--- src/rtl/spi_pkg.sv ---
`default_nettype none
// ---------------------------------------------------------------------------
// spi_pkg : shared constants and FSM encoding for the SPI responder.
// Rev 1.0
// ---------------------------------------------------------------------------
package spi_pkg;

  localparam int SPI_DATA_W          = 8;
  localparam int SPI_SYNC_STAGES     = 2;
  // Shortest SCLK half-period (in clk cycles) the oversampling front end tolerates.
  localparam int SPI_MIN_HALF_PERIOD = SPI_SYNC_STAGES + 3;

  typedef enum logic [1:0] {
    IDLE  = 2'd0,
    LOAD  = 2'd1,
    SHIFT = 2'd2
  } spi_state_t;

endpackage
`default_nettype wire

--- src/rtl/spi_pin_sync.sv ---
`default_nettype none
// ---------------------------------------------------------------------------
// spi_pin_sync : N-stage synchroniser with rise/fall detect on the synced level.
// Rev 1.0
// ---------------------------------------------------------------------------
module spi_pin_sync #(
  parameter int   STAGES  = 2,
  parameter logic RST_VAL = 1'b0
) (
  input  logic clk,
  input  logic rst,
  input  logic pin,
  output logic rise,
  output logic fall
);

  logic [STAGES-1:0] r_sync;
  logic              r_prev;

  always_ff @(posedge clk or negedge rst) begin
    if (!rst) begin
      r_sync <= {STAGES{RST_VAL}};
      r_prev <= RST_VAL;
    end else begin
      r_sync <= {r_sync[STAGES-2:0], pin};
      r_prev <= r_sync[STAGES-1];
    end
  end

  assign rise = r_sync[STAGES-1] & ~r_prev;
  assign fall = ~r_sync[STAGES-1] & r_prev;

endmodule
`default_nettype wire

--- src/rtl/spi_slave_rx_tx.sv ---
`default_nettype none
// ---------------------------------------------------------------------------
// spi_slave_rx_tx : oversampled mode-0 SPI responder, full duplex, MSB first.
// Rev 1.0
// ---------------------------------------------------------------------------
module spi_slave_rx_tx
  import spi_pkg::*;
#(
  parameter int DATA_W      = SPI_DATA_W,
  parameter int SYNC_STAGES = SPI_SYNC_STAGES
) (
  input  logic              clk,
  input  logic              rst,
  input  logic              sclk,
  input  logic              cs_n,
  input  logic              mosi,
  output logic              miso,
  output logic              miso_oe,
  input  logic [DATA_W-1:0] tx_data,
  input  logic              tx_valid,
  output logic              tx_ready,
  output logic [DATA_W-1:0] rx_data,
  output logic              rx_valid,
  output logic              tx_underrun,
  output logic              busy
);

  localparam int                 c_CNT_W    = $clog2(DATA_W + 1);
  localparam logic [c_CNT_W-1:0] c_CNT_FULL = c_CNT_W'(DATA_W);

  logic w_sclk_rise, w_sclk_fall, w_cs_rise, w_cs_fall, w_mosi;

  spi_pin_sync #(.STAGES(SYNC_STAGES), .RST_VAL(1'b0)) u_sclk_sync (
    .clk  (clk),
    .rst  (rst),
    .pin  (sclk),
    .rise (w_sclk_rise),
    .fall (w_sclk_fall)
  );

  // Chip select idles high, so its synchroniser resets high to avoid a false cs_fall.
  spi_pin_sync #(.STAGES(SYNC_STAGES), .RST_VAL(1'b1)) u_cs_sync (
    .clk  (clk),
    .rst  (rst),
    .pin  (cs_n),
    .rise (w_cs_rise),
    .fall (w_cs_fall)
  );

  logic [SYNC_STAGES-1:0] r_mosi_sync;

  always_ff @(posedge clk or negedge rst) begin
    if (!rst) r_mosi_sync <= '0;
    else      r_mosi_sync <= {r_mosi_sync[SYNC_STAGES-2:0], mosi};
  end

  assign w_mosi = r_mosi_sync[SYNC_STAGES-1];

  spi_state_t          r_state,    w_state;
  logic [c_CNT_W-1:0]  r_cnt,      w_cnt;
  logic [DATA_W-1:0]   r_rx_shift, w_rx_shift;
  logic [DATA_W-1:0]   r_tx_shift, w_tx_shift;
  logic [DATA_W-1:0]   r_rx_data,  w_rx_data;
  logic [DATA_W-1:0]   r_hold,     w_hold;
  logic                r_hold_full, w_hold_full;
  logic                r_rx_valid, w_rx_valid;
  logic                r_underrun, w_underrun;

  always_comb begin
    w_state     = r_state;
    w_cnt       = r_cnt;
    w_rx_shift  = r_rx_shift;
    w_tx_shift  = r_tx_shift;
    w_rx_data   = r_rx_data;
    w_hold      = r_hold;
    w_hold_full = r_hold_full;
    w_rx_valid  = 1'b0;
    w_underrun  = 1'b0;

    if (tx_valid && !r_hold_full) begin
      w_hold      = tx_data;
      w_hold_full = 1'b1;
    end

    case (r_state)
      IDLE: begin
        if (w_cs_fall) w_state = LOAD;
      end
      LOAD: begin
        w_cnt   = '0;
        w_state = SHIFT;
        // Uses the registered full flag: a word captured this very cycle waits for the next LOAD.
        if (r_hold_full) begin
          w_tx_shift  = r_hold;
          w_hold_full = 1'b0;
        end else begin
          w_tx_shift = '0;
          w_underrun = 1'b1;
        end
      end
      SHIFT: begin
        if (w_sclk_rise && (r_cnt != c_CNT_FULL)) begin
          w_rx_shift = {r_rx_shift[DATA_W-2:0], w_mosi};
          w_cnt      = r_cnt + 1'b1;
          if (w_cnt == c_CNT_FULL) begin
            w_rx_data  = w_rx_shift;
            w_rx_valid = 1'b1;
          end
        end else if (w_sclk_fall) begin
          if (r_cnt == c_CNT_FULL) w_state = LOAD;
          else                     w_tx_shift = {r_tx_shift[DATA_W-2:0], 1'b0};
        end
      end
      default: w_state = IDLE;
    endcase

    // Deselect abandons any partial word but leaves the holding register alone.
    if (w_cs_rise) begin
      w_state    = IDLE;
      w_cnt      = '0;
      w_rx_shift = '0;
      w_tx_shift = '0;
      w_rx_valid = 1'b0;
      w_underrun = 1'b0;
    end
  end

  always_ff @(posedge clk or negedge rst) begin
    if (!rst) begin
      r_state     <= IDLE;
      r_cnt       <= '0;
      r_rx_shift  <= '0;
      r_tx_shift  <= '0;
      r_rx_data   <= '0;
      r_hold      <= '0;
      r_hold_full <= 1'b0;
      r_rx_valid  <= 1'b0;
      r_underrun  <= 1'b0;
    end else begin
      r_state     <= w_state;
      r_cnt       <= w_cnt;
      r_rx_shift  <= w_rx_shift;
      r_tx_shift  <= w_tx_shift;
      r_rx_data   <= w_rx_data;
      r_hold      <= w_hold;
      r_hold_full <= w_hold_full;
      r_rx_valid  <= w_rx_valid;
      r_underrun  <= w_underrun;
    end
  end

  // The shift register is cleared whenever deselected, so miso rests low in IDLE.
  assign miso        = r_tx_shift[DATA_W-1];
  assign miso_oe     = (r_state != IDLE);
  assign busy        = (r_state != IDLE);
  assign tx_ready    = ~r_hold_full;
  assign rx_data     = r_rx_data;
  assign rx_valid    = r_rx_valid;
  assign tx_underrun = r_underrun;

endmodule
`default_nettype wire
--- config.mk ---
export PLATFORM = sky130hd
export DESIGN_NAME = spi_slave_rx_tx
export DESIGN_NICKNAME = d
export VERILOG_FILES = /design/src/rtl/spi_pkg.sv /design/src/rtl/spi_pin_sync.sv /design/src/rtl/spi_slave_rx_tx.sv
export SDC_FILE = /design/constraint.sdc
export NUM_CORES = 1
export LEC_CHECK = 0
export ABC_AREA = 0
export BUFFER_PORTS_ARGS = -buffer_cell sky130_fd_sc_hd__buf_4
export CAP_MARGIN = 20
export CELL_PAD_IN_SITES_DETAIL_PLACEMENT = 1
export CELL_PAD_IN_SITES_GLOBAL_PLACEMENT = 1
export CORE_ASPECT_RATIO = 1.75
export CORE_MARGIN = 1.5
export CORE_UTILIZATION = 40
export CTS_BUF_LIST = sky130_fd_sc_hd__clkbuf_4 sky130_fd_sc_hd__clkbuf_8
export DETAILED_ROUTE_END_ITERATION = 6
export HOLD_SLACK_MARGIN = 0.05
export PLACE_DENSITY = 0.82
export SKIP_CTS_REPAIR_TIMING = 1
export SYNTH_ARGS = -nofsm -noshare
export SYNTH_HDL_FRONTEND = slang
export SYNTH_HIERARCHICAL = 1
export SYNTH_SLANG_ARGS = --single-unit
export TNS_END_PERCENT = 30
--- constraint.sdc ---
create_clock -name clk -period 5.3 [get_ports clk]
set_input_delay 1.06 -clock clk [delete_from_list [all_inputs] [get_ports clk]]
set_output_delay 1.06 -clock clk [all_outputs]
set_load 0.01 [all_outputs]
==> results.json, run 1 <==
{
  "place.gp.congestion": 0.784,
  "first_global_vias": 1445,
  "ys_ff_latch": 48,
  "htree_num_levels": 2,
  "yosysMostFrequentCell": "dfrtp_1",
  "grt_usage_pct": 15.4,
  "drtPass1Iterations": 4,
  "drcViolationCount": 0,
  "drt_iter0_drc": 24,
  "rsz0062_at_grt": "no",
  "slew_headroom_pct": 44.6,
  "worst_ep_required_time_ns": 5.48,
  "wl_per_cell_um": 14.8,
  "grt_max_degree": 49,
  "clock_latency_ns": 0.30,
  "die_area_um2": 5520,
  "crit_path_max_fanout": 12,
  "seq_power_share_pct": 54.6,
  "switchingPower_mw": 0.235,
  "grt_pass1_wl_mm": 6.61,
  "path_buf_inv": 0,
  "timing.final.crit_share_pct": 46.8,
  "crit_path_start_kind": "flip-flop",
  "maxCapViolCount": 0,
  "fmax_mhz": 404,
  "ys_warn_count": 6,
  "wl_mm": 3.74,
  "drive_gt1_share_pct": 31.8,
  "dp.cells": 244,
  "p_sw_share_pct": 27.5,
  "grt_antenna_before_repair": 0,
  "power.leakage_nw": 1.08,
  "worstSetupPathType": "reg -> reg",
  "slew_violations": 0,
  "powerDensity_nw_per_um2": 365,
  "comb_power_share_pct": 19.1,
  "synthTopCellsByArea": "dfrtp_1 (56%), mux2_2 (8.9%), nand2_1 (4.4%), dfstp_2 (3.9%), nand3_1 (3.2%)",
  "dp_hpwl_mm": 2.64,
  "worstMarginPinSlew_ns": 0.828,
  "seq_area_frac_synth_pct": 59.4,
  "whs_ns": 0.357,
  "cts_sinks": 48,
  "cpPeakStageDelay_ns": 0.55,
  "io_pins": 28,
  "antenna_cells": 0,
  "tns_ns": 0,
  "cts_tree": "built",
  "start_util_pct": 41.1,
  "drtAntennaViolNets": 0,
  "fin_cells": 252,
  "num-nets-final": 214,
  "hold_viol": 0,
  "async_flop_share_pct": 100,
  "cts_root_buf": "clkbuf_8",
  "setup_viol": 0,
  "yosys-top-cells-count": "dfrtp_1 (45), nand2_1 (24), mux2_2 (16)",
  "min_path_type": "reg -> reg",
  "power.share.clock_pct": 26.4,
  "cts_inserted_buffers": 5,
  "vias": 1347,
  "status": "finished, final reports clean",
  "yosys.cell_types.count": 31,
  "synth_cells": 173,
  "yosysTopAreaCell": "dfrtp_1",
  "placementRows": 34,
  "avgSynthCellArea_um2": 11.7,
  "fp.coreArea_um2": 4930,
  "finalWorstPathRequiredPeriod_ns": 2.48,
  "yosysTopAreaCellShare_pct": 55.5,
  "die_h_um": 97.2,
  "crit_path_cell_trace": "nor2b_1 > nand3_1 > nor3_4 > mux2_2",
  "yosys_most_used_dff": "dfrtp_1",
  "clk_pin_slew_worst_paths_ns": 0.08,
  "skew_ns": 0.00601,
  "cts.path.max_buffers": 2,
  "post-route-worst-setup-slack_ns": 2.82,
  "synth_edf_count": 0,
  "globalRouteOverflowTotal": 0,
  "p_int_mw": 0.622,
  "max-vdd-ir-drop_mv": 0.244,
  "area_growth_pct": 15.9,
  "crit_family": "simple AND/OR/NAND/NOR gates",
  "synth_fp_nets": 190,
  "drt-vias-per-instance": 5.35,
  "cpMaxStageDelayCell": "nor2b_1",
  "netlist_area_um2": 2030,
  "die_w_um": 56.8,
  "cp-end-kind": "flip-flop",
  "critPathArrivalTime_ns": 2.66,
  "place_ws_ns": 2.81,
  "port_buffers": 27
}
[metal layers]
layer | vias to the layer above | track usage (%) | wire length (um)
met5 | - | 0 | 0
met4 | 0 | 6.98 | 85
met3 | 7 | 3.20 | 102
met2 | 23 | 28.5 | 2160
met1 | 683 | 15.9 | 1390
li1 | 634 | - | -
[logic make-up (layout without fill, tap and decap cells)]
group / after synthesis / after routing / synth area share, %
multiplexers: 17 / 17 / 9.38
AND/OR/NAND/NOR: 65 / 65 / 16.2
buffers and inverters: 15 / 40 / 3.39
flip-flops: 48 / 48 / 59.4
XOR/XNOR: 2 / 2 / 0.864
adder cells (fa/ha/maj): 3 / 3 / 1.85
AO/OA/AOI/OAI: 23 / 23 / 8.88
[state kept, by name, indices dropped and copies added, names as in the netlist, 2 cells and up]
name                count
r_cnt                   4
r_mosi_sync             2
r_tx_shift              8
rx_data                 8
u_sclk_sync/r_sync      2
r_rx_shift              7
u_cs_sync/r_sync        2
r_hold                  8
r_state                 2
[final timing paths]
| path | start | to | slack (ns) | cells after the start |
|---|---|---|---|---|
| worst max-delay path | r_state[1]$_DFFE_PN0P_ | rx_data[7]$_DFFE_PN0P_ | 2.82 | 4 |
| worst min-delay path | r_mosi_sync[0]$_DFF_PN0_ | r_mosi_sync[1]$_DFF_PN0_ | 0.36 | 0 |
| worst max register to register | r_state[1]$_DFFE_PN0P_ | rx_data[7]$_DFFE_PN0P_ | 2.82 | 4 |
| worst min register to register | r_mosi_sync[0]$_DFF_PN0_ | r_mosi_sync[1]$_DFF_PN0_ | 0.36 | 0 |
| max in group asynchronous | rst | rx_data[7]$_DFFE_PN0P_ | 4.14 | 1 |
| min in group asynchronous | rst | r_hold[5]$_DFFE_PN0P_ | 0.77 | 1 |
[stage by stage]
stage	instance area (um2)	total power, mW	util (%)
6_report	2350	0.857	47.6
3_3_place_gp	2250	0.632	45.6
4_1_cts	2350	0.876	47.6
3_5_place_dp	2250	0.642	45.6
2_1_floorplan	2030	0.589	-
5_1_grt	2350	0.914	47.6
[placed cells by master (no fill, tap or decap), types with 2 or more instances in the layout]
| cell | n |
|---|---|
| nor2_1 | 8 |
| clkbuf_8 | 6 |
| and2b_2 | 2 |
| nand2b_1 | 4 |
| inv_1 | 4 |
| nand3_1 | 13 |
| nor2b_1 | 5 |
| dfstp_2 | 3 |
| dfrtp_1 | 45 |
| a311oi_2 | 2 |
| buf_4 | 28 |
| mux2_2 | 16 |
| nand2_1 | 24 |
| ha_1 | 3 |
| a311oi_1 | 5 |
| nor3_1 | 3 |
| a21oi_1 | 12 |
| and3_1 | 2 |
[final cells by class]
cell class	count	area [um2]
Sequential cell	48	1200
Inverter	4	15.0
Timing Repair Buffer	28	210
Multi-Input combinational cell	110	754
Clock inverter	1	7.51
Fill cell	549	2580
Tap cell	54	67.6
Clock buffer	7	90.1
[power by group through the flow]
stage | Sequential (mW) | Clock [mW] | Combinational [mW]
after floorplan | 0.457 | 0 | 0.132
after global placement | 0.472 | 0 | 0.159
after detailed placement | 0.475 | 0 | 0.167
after CTS | 0.468 | 0.239 | 0.168
after global routing | 0.478 | 0.251 | 0.185
final | 0.467 | 0.226 | 0.163
[worst reg2reg max path, stage by stage (launching register included)]
cell	delay [ns]
dfrtp_1	0.42
nor2b_1	0.55
nand3_1	0.52
nor3_4	0.48
mux2_2	0.39
(Power assumes the default switching activity.)
==> inputs of run 2 (changes only) <==
- clock period: 5.3 -> 2.4 ns (I/O delays scaled with it)
==> run 2 against run 1 <==
  * First-iteration DRC count is 63% lower
  * Largest cell class unchanged
  * Non-clock buffer count is 4 higher
  * Register-to-register slack worse by 2.4 ns
==> results.json, run 2 (same netlist as run 1, synthesis figures left out) <==
{
  "placementRows": 34,
  "wl_per_cell_um": 15.2,
  "min_path_type": "in -> async",
  "power.share.clock_pct": 25.4,
  "worstSetupPathType": "reg -> reg",
  "start_util_pct": 41.1,
  "tns_ns": 0,
  "p_int_mw": 1.37,
  "cts_inserted_buffers": 5,
  "fp.coreArea_um2": 4930,
  "crit_path_max_fanout": 15,
  "die_w_um": 56.8,
  "crit_path_start_kind": "flip-flop",
  "hold_viol": 0,
  "r2r_cells": 7,
  "clock_latency_ns": 0.30,
  "grt_max_degree": 49,
  "cts_sinks": 48,
  "slew_headroom_pct": 60.0,
  "mostFrequentLayoutCell": "dfrtp_1",
  "drtAntennaViolNets": 0,
  "io_pins": 28,
  "drtPass1Iterations": 3,
  "worstMarginPinSlew_ns": 0.600,
  "place_ws_ns": 0.516,
  "max-vdd-ir-drop_mv": 0.557,
  "finalWorstPathRequiredPeriod_ns": 1.96,
  "cp-end-kind": "flip-flop",
  "cts_tree": "built",
  "post-route-worst-setup-slack_ns": 0.437,
  "num-nets-final": 218,
  "layout_common_cells": "dfrtp_1 (45), buf_4 (32), nand2_1 (24), mux2_2 (16), nand3_1 (13)",
  "p_sw_share_pct": 28.1,
  "antenna_cells": 0,
  "timing.final.crit_share_pct": 81.8,
  "fmax_mhz": 509,
  "fillers": 532,
  "grt_usage_pct": 15.8,
  "r2r_setup_slack_ns": 0.44,
  "cpPeakStageDelay_ns": 0.43,
  "drt-vias-per-instance": 5.30,
  "cts.path.max_buffers": 2,
  "cts_root_buf": "clkbuf_8",
  "grt_pass1_wl_mm": 6.73,
  "powerDensity_nw_per_um2": 802,
  "crit_family": "compound AO/OA/AOI/OAI gates",
  "maxCapViolCount": 0,
  "seq_power_share_pct": 54.5,
  "first_global_vias": 1465,
  "drcViolationCount": 0,
  "cpMaxStageDelayCell": "dfrtp_1",
  "critPathArrivalTime_ns": 2.16,
  "drt_iter0_drc": 9,
  "htree_num_levels": 2,
  "crit_path_cell_trace": "inv_1 > ha_1 > and3b_4 > o41ai_4 > buf_4 > nor2_1 > a311oi_1",
  "rsz0062_at_grt": "no",
  "path_buf_inv": 2,
  "drive_gt1_share_pct": 33.2,
  "vias": 1357,
  "die_h_um": 97.2,
  "wl_mm": 3.88,
  "regToRegStartpoint": "r_cnt[0]$_DFFE_PN0P_",
  "comb_power_share_pct": 20.1,
  "clk_pin_slew_worst_paths_ns": 0.08,
  "slew_violations": 0,
  "die_area_um2": 5520,
  "fin_total_pwr_mw": 1.90,
  "dp_hpwl_mm": 2.69,
  "globalRouteOverflowTotal": 0,
  "skew_ns": 0.00581,
  "grt_antenna_before_repair": 0,
  "finish.utilization_pct": 48.0,
  "setup_viol": 0,
  "area_growth_pct": 16.9,
  "worst_ep_required_time_ns": 2.59,
  "switchingPower_mw": 0.534,
  "status": "finished, final reports clean",
  "port_buffers": 27,
  "r2r_end": "r_tx_shift[3]$_DFFE_PN0P_",
  "place.gp.congestion": 0.813,
  "power.leakage_nw": 1.10
}
==> run 2: changes by cell type in the layout (fill, tap and decap cells not counted), sizes merged <==
cell / change
clkinv: +1
clkinvlp: -1
buf: +4
==> run 2: power by group through the flow <==
stage / clock network [mW] / logic (mW) / registers [mW]
floorplan: 0 / 0.291 / 1.01
CTS: 0.502 / 0.390 / 1.04
global placement: 0 / 0.366 / 1.04
detailed placement: 0 / 0.379 / 1.05
finish: 0.483 / 0.381 / 1.04
global route: 0.529 / 0.425 / 1.05
==> run 2: per-layer routing <==
layer	wire, um	up-vias	part of all wire, %	track usage [%]
met3	91	9	2.3	3.20
li1	-	644	-	-
met1	1460	678	38	16.6
met5	0	-	0	0
met2	2220	26	57	29.0
met4	110	0	2.8	7.51
==> run 2: worst max path at each step <==
| stage | startpoint | depth (start not counted) | to |
|---|---|---|---|
| final | r_cnt[0]$_DFFE_PN0P_ | 7 | r_tx_shift[3]$_DFFE_PN0P_ |
| after global routing | r_cnt[0]$_DFFE_PN0P_ | 7 | r_tx_shift[3]$_DFFE_PN0P_ |
| after CTS | r_cnt[0]$_DFFE_PN0P_ | 7 | r_tx_shift[3]$_DFFE_PN0P_ |
| after detailed placement | r_cnt[0]$_DFFE_PN0P_ | 5 | rx_data[2]$_DFFE_PN0P_ |
| after global placement | r_cnt[0]$_DFFE_PN0P_ | 5 | rx_data[0]$_DFFE_PN0P_ |
| after floorplan | r_cnt[0]$_DFFE_PN0P_ | 7 | r_tx_shift[5]$_DFFE_PN0P_ |
==> run 2: layout make-up <==
class	instances	area, um2	area share [%]
Clock buffer	7	83.8	3.54
Clock inverter	1	5.00	0.211
Inverter	4	15.0	0.633
Multi-Input combinational cell	110	754	31.8
Sequential cell	48	1200	50.8
Tap cell	54	67.6	2.85
Timing Repair Buffer	32	240	10.1
==> run 2: stage by stage <==
stage               cells  instance area, um2  hold WS, ns
CTS                   256                2370        0.200
global placement      248                2280        0.333
detailed placement    248                2280        0.337
floorplan             173                2030        0.184
finish                256                2370        0.179
global route          256                2370        0.219
==> run 2: worst reg2reg max path: stages (launching register included) <==
cell	delay, ns
dfrtp_1	0.43
inv_1	0.09
ha_1	0.23
and3b_4	0.21
o41ai_4	0.27
buf_4	0.25
nor2_1	0.08
a311oi_1	0.29
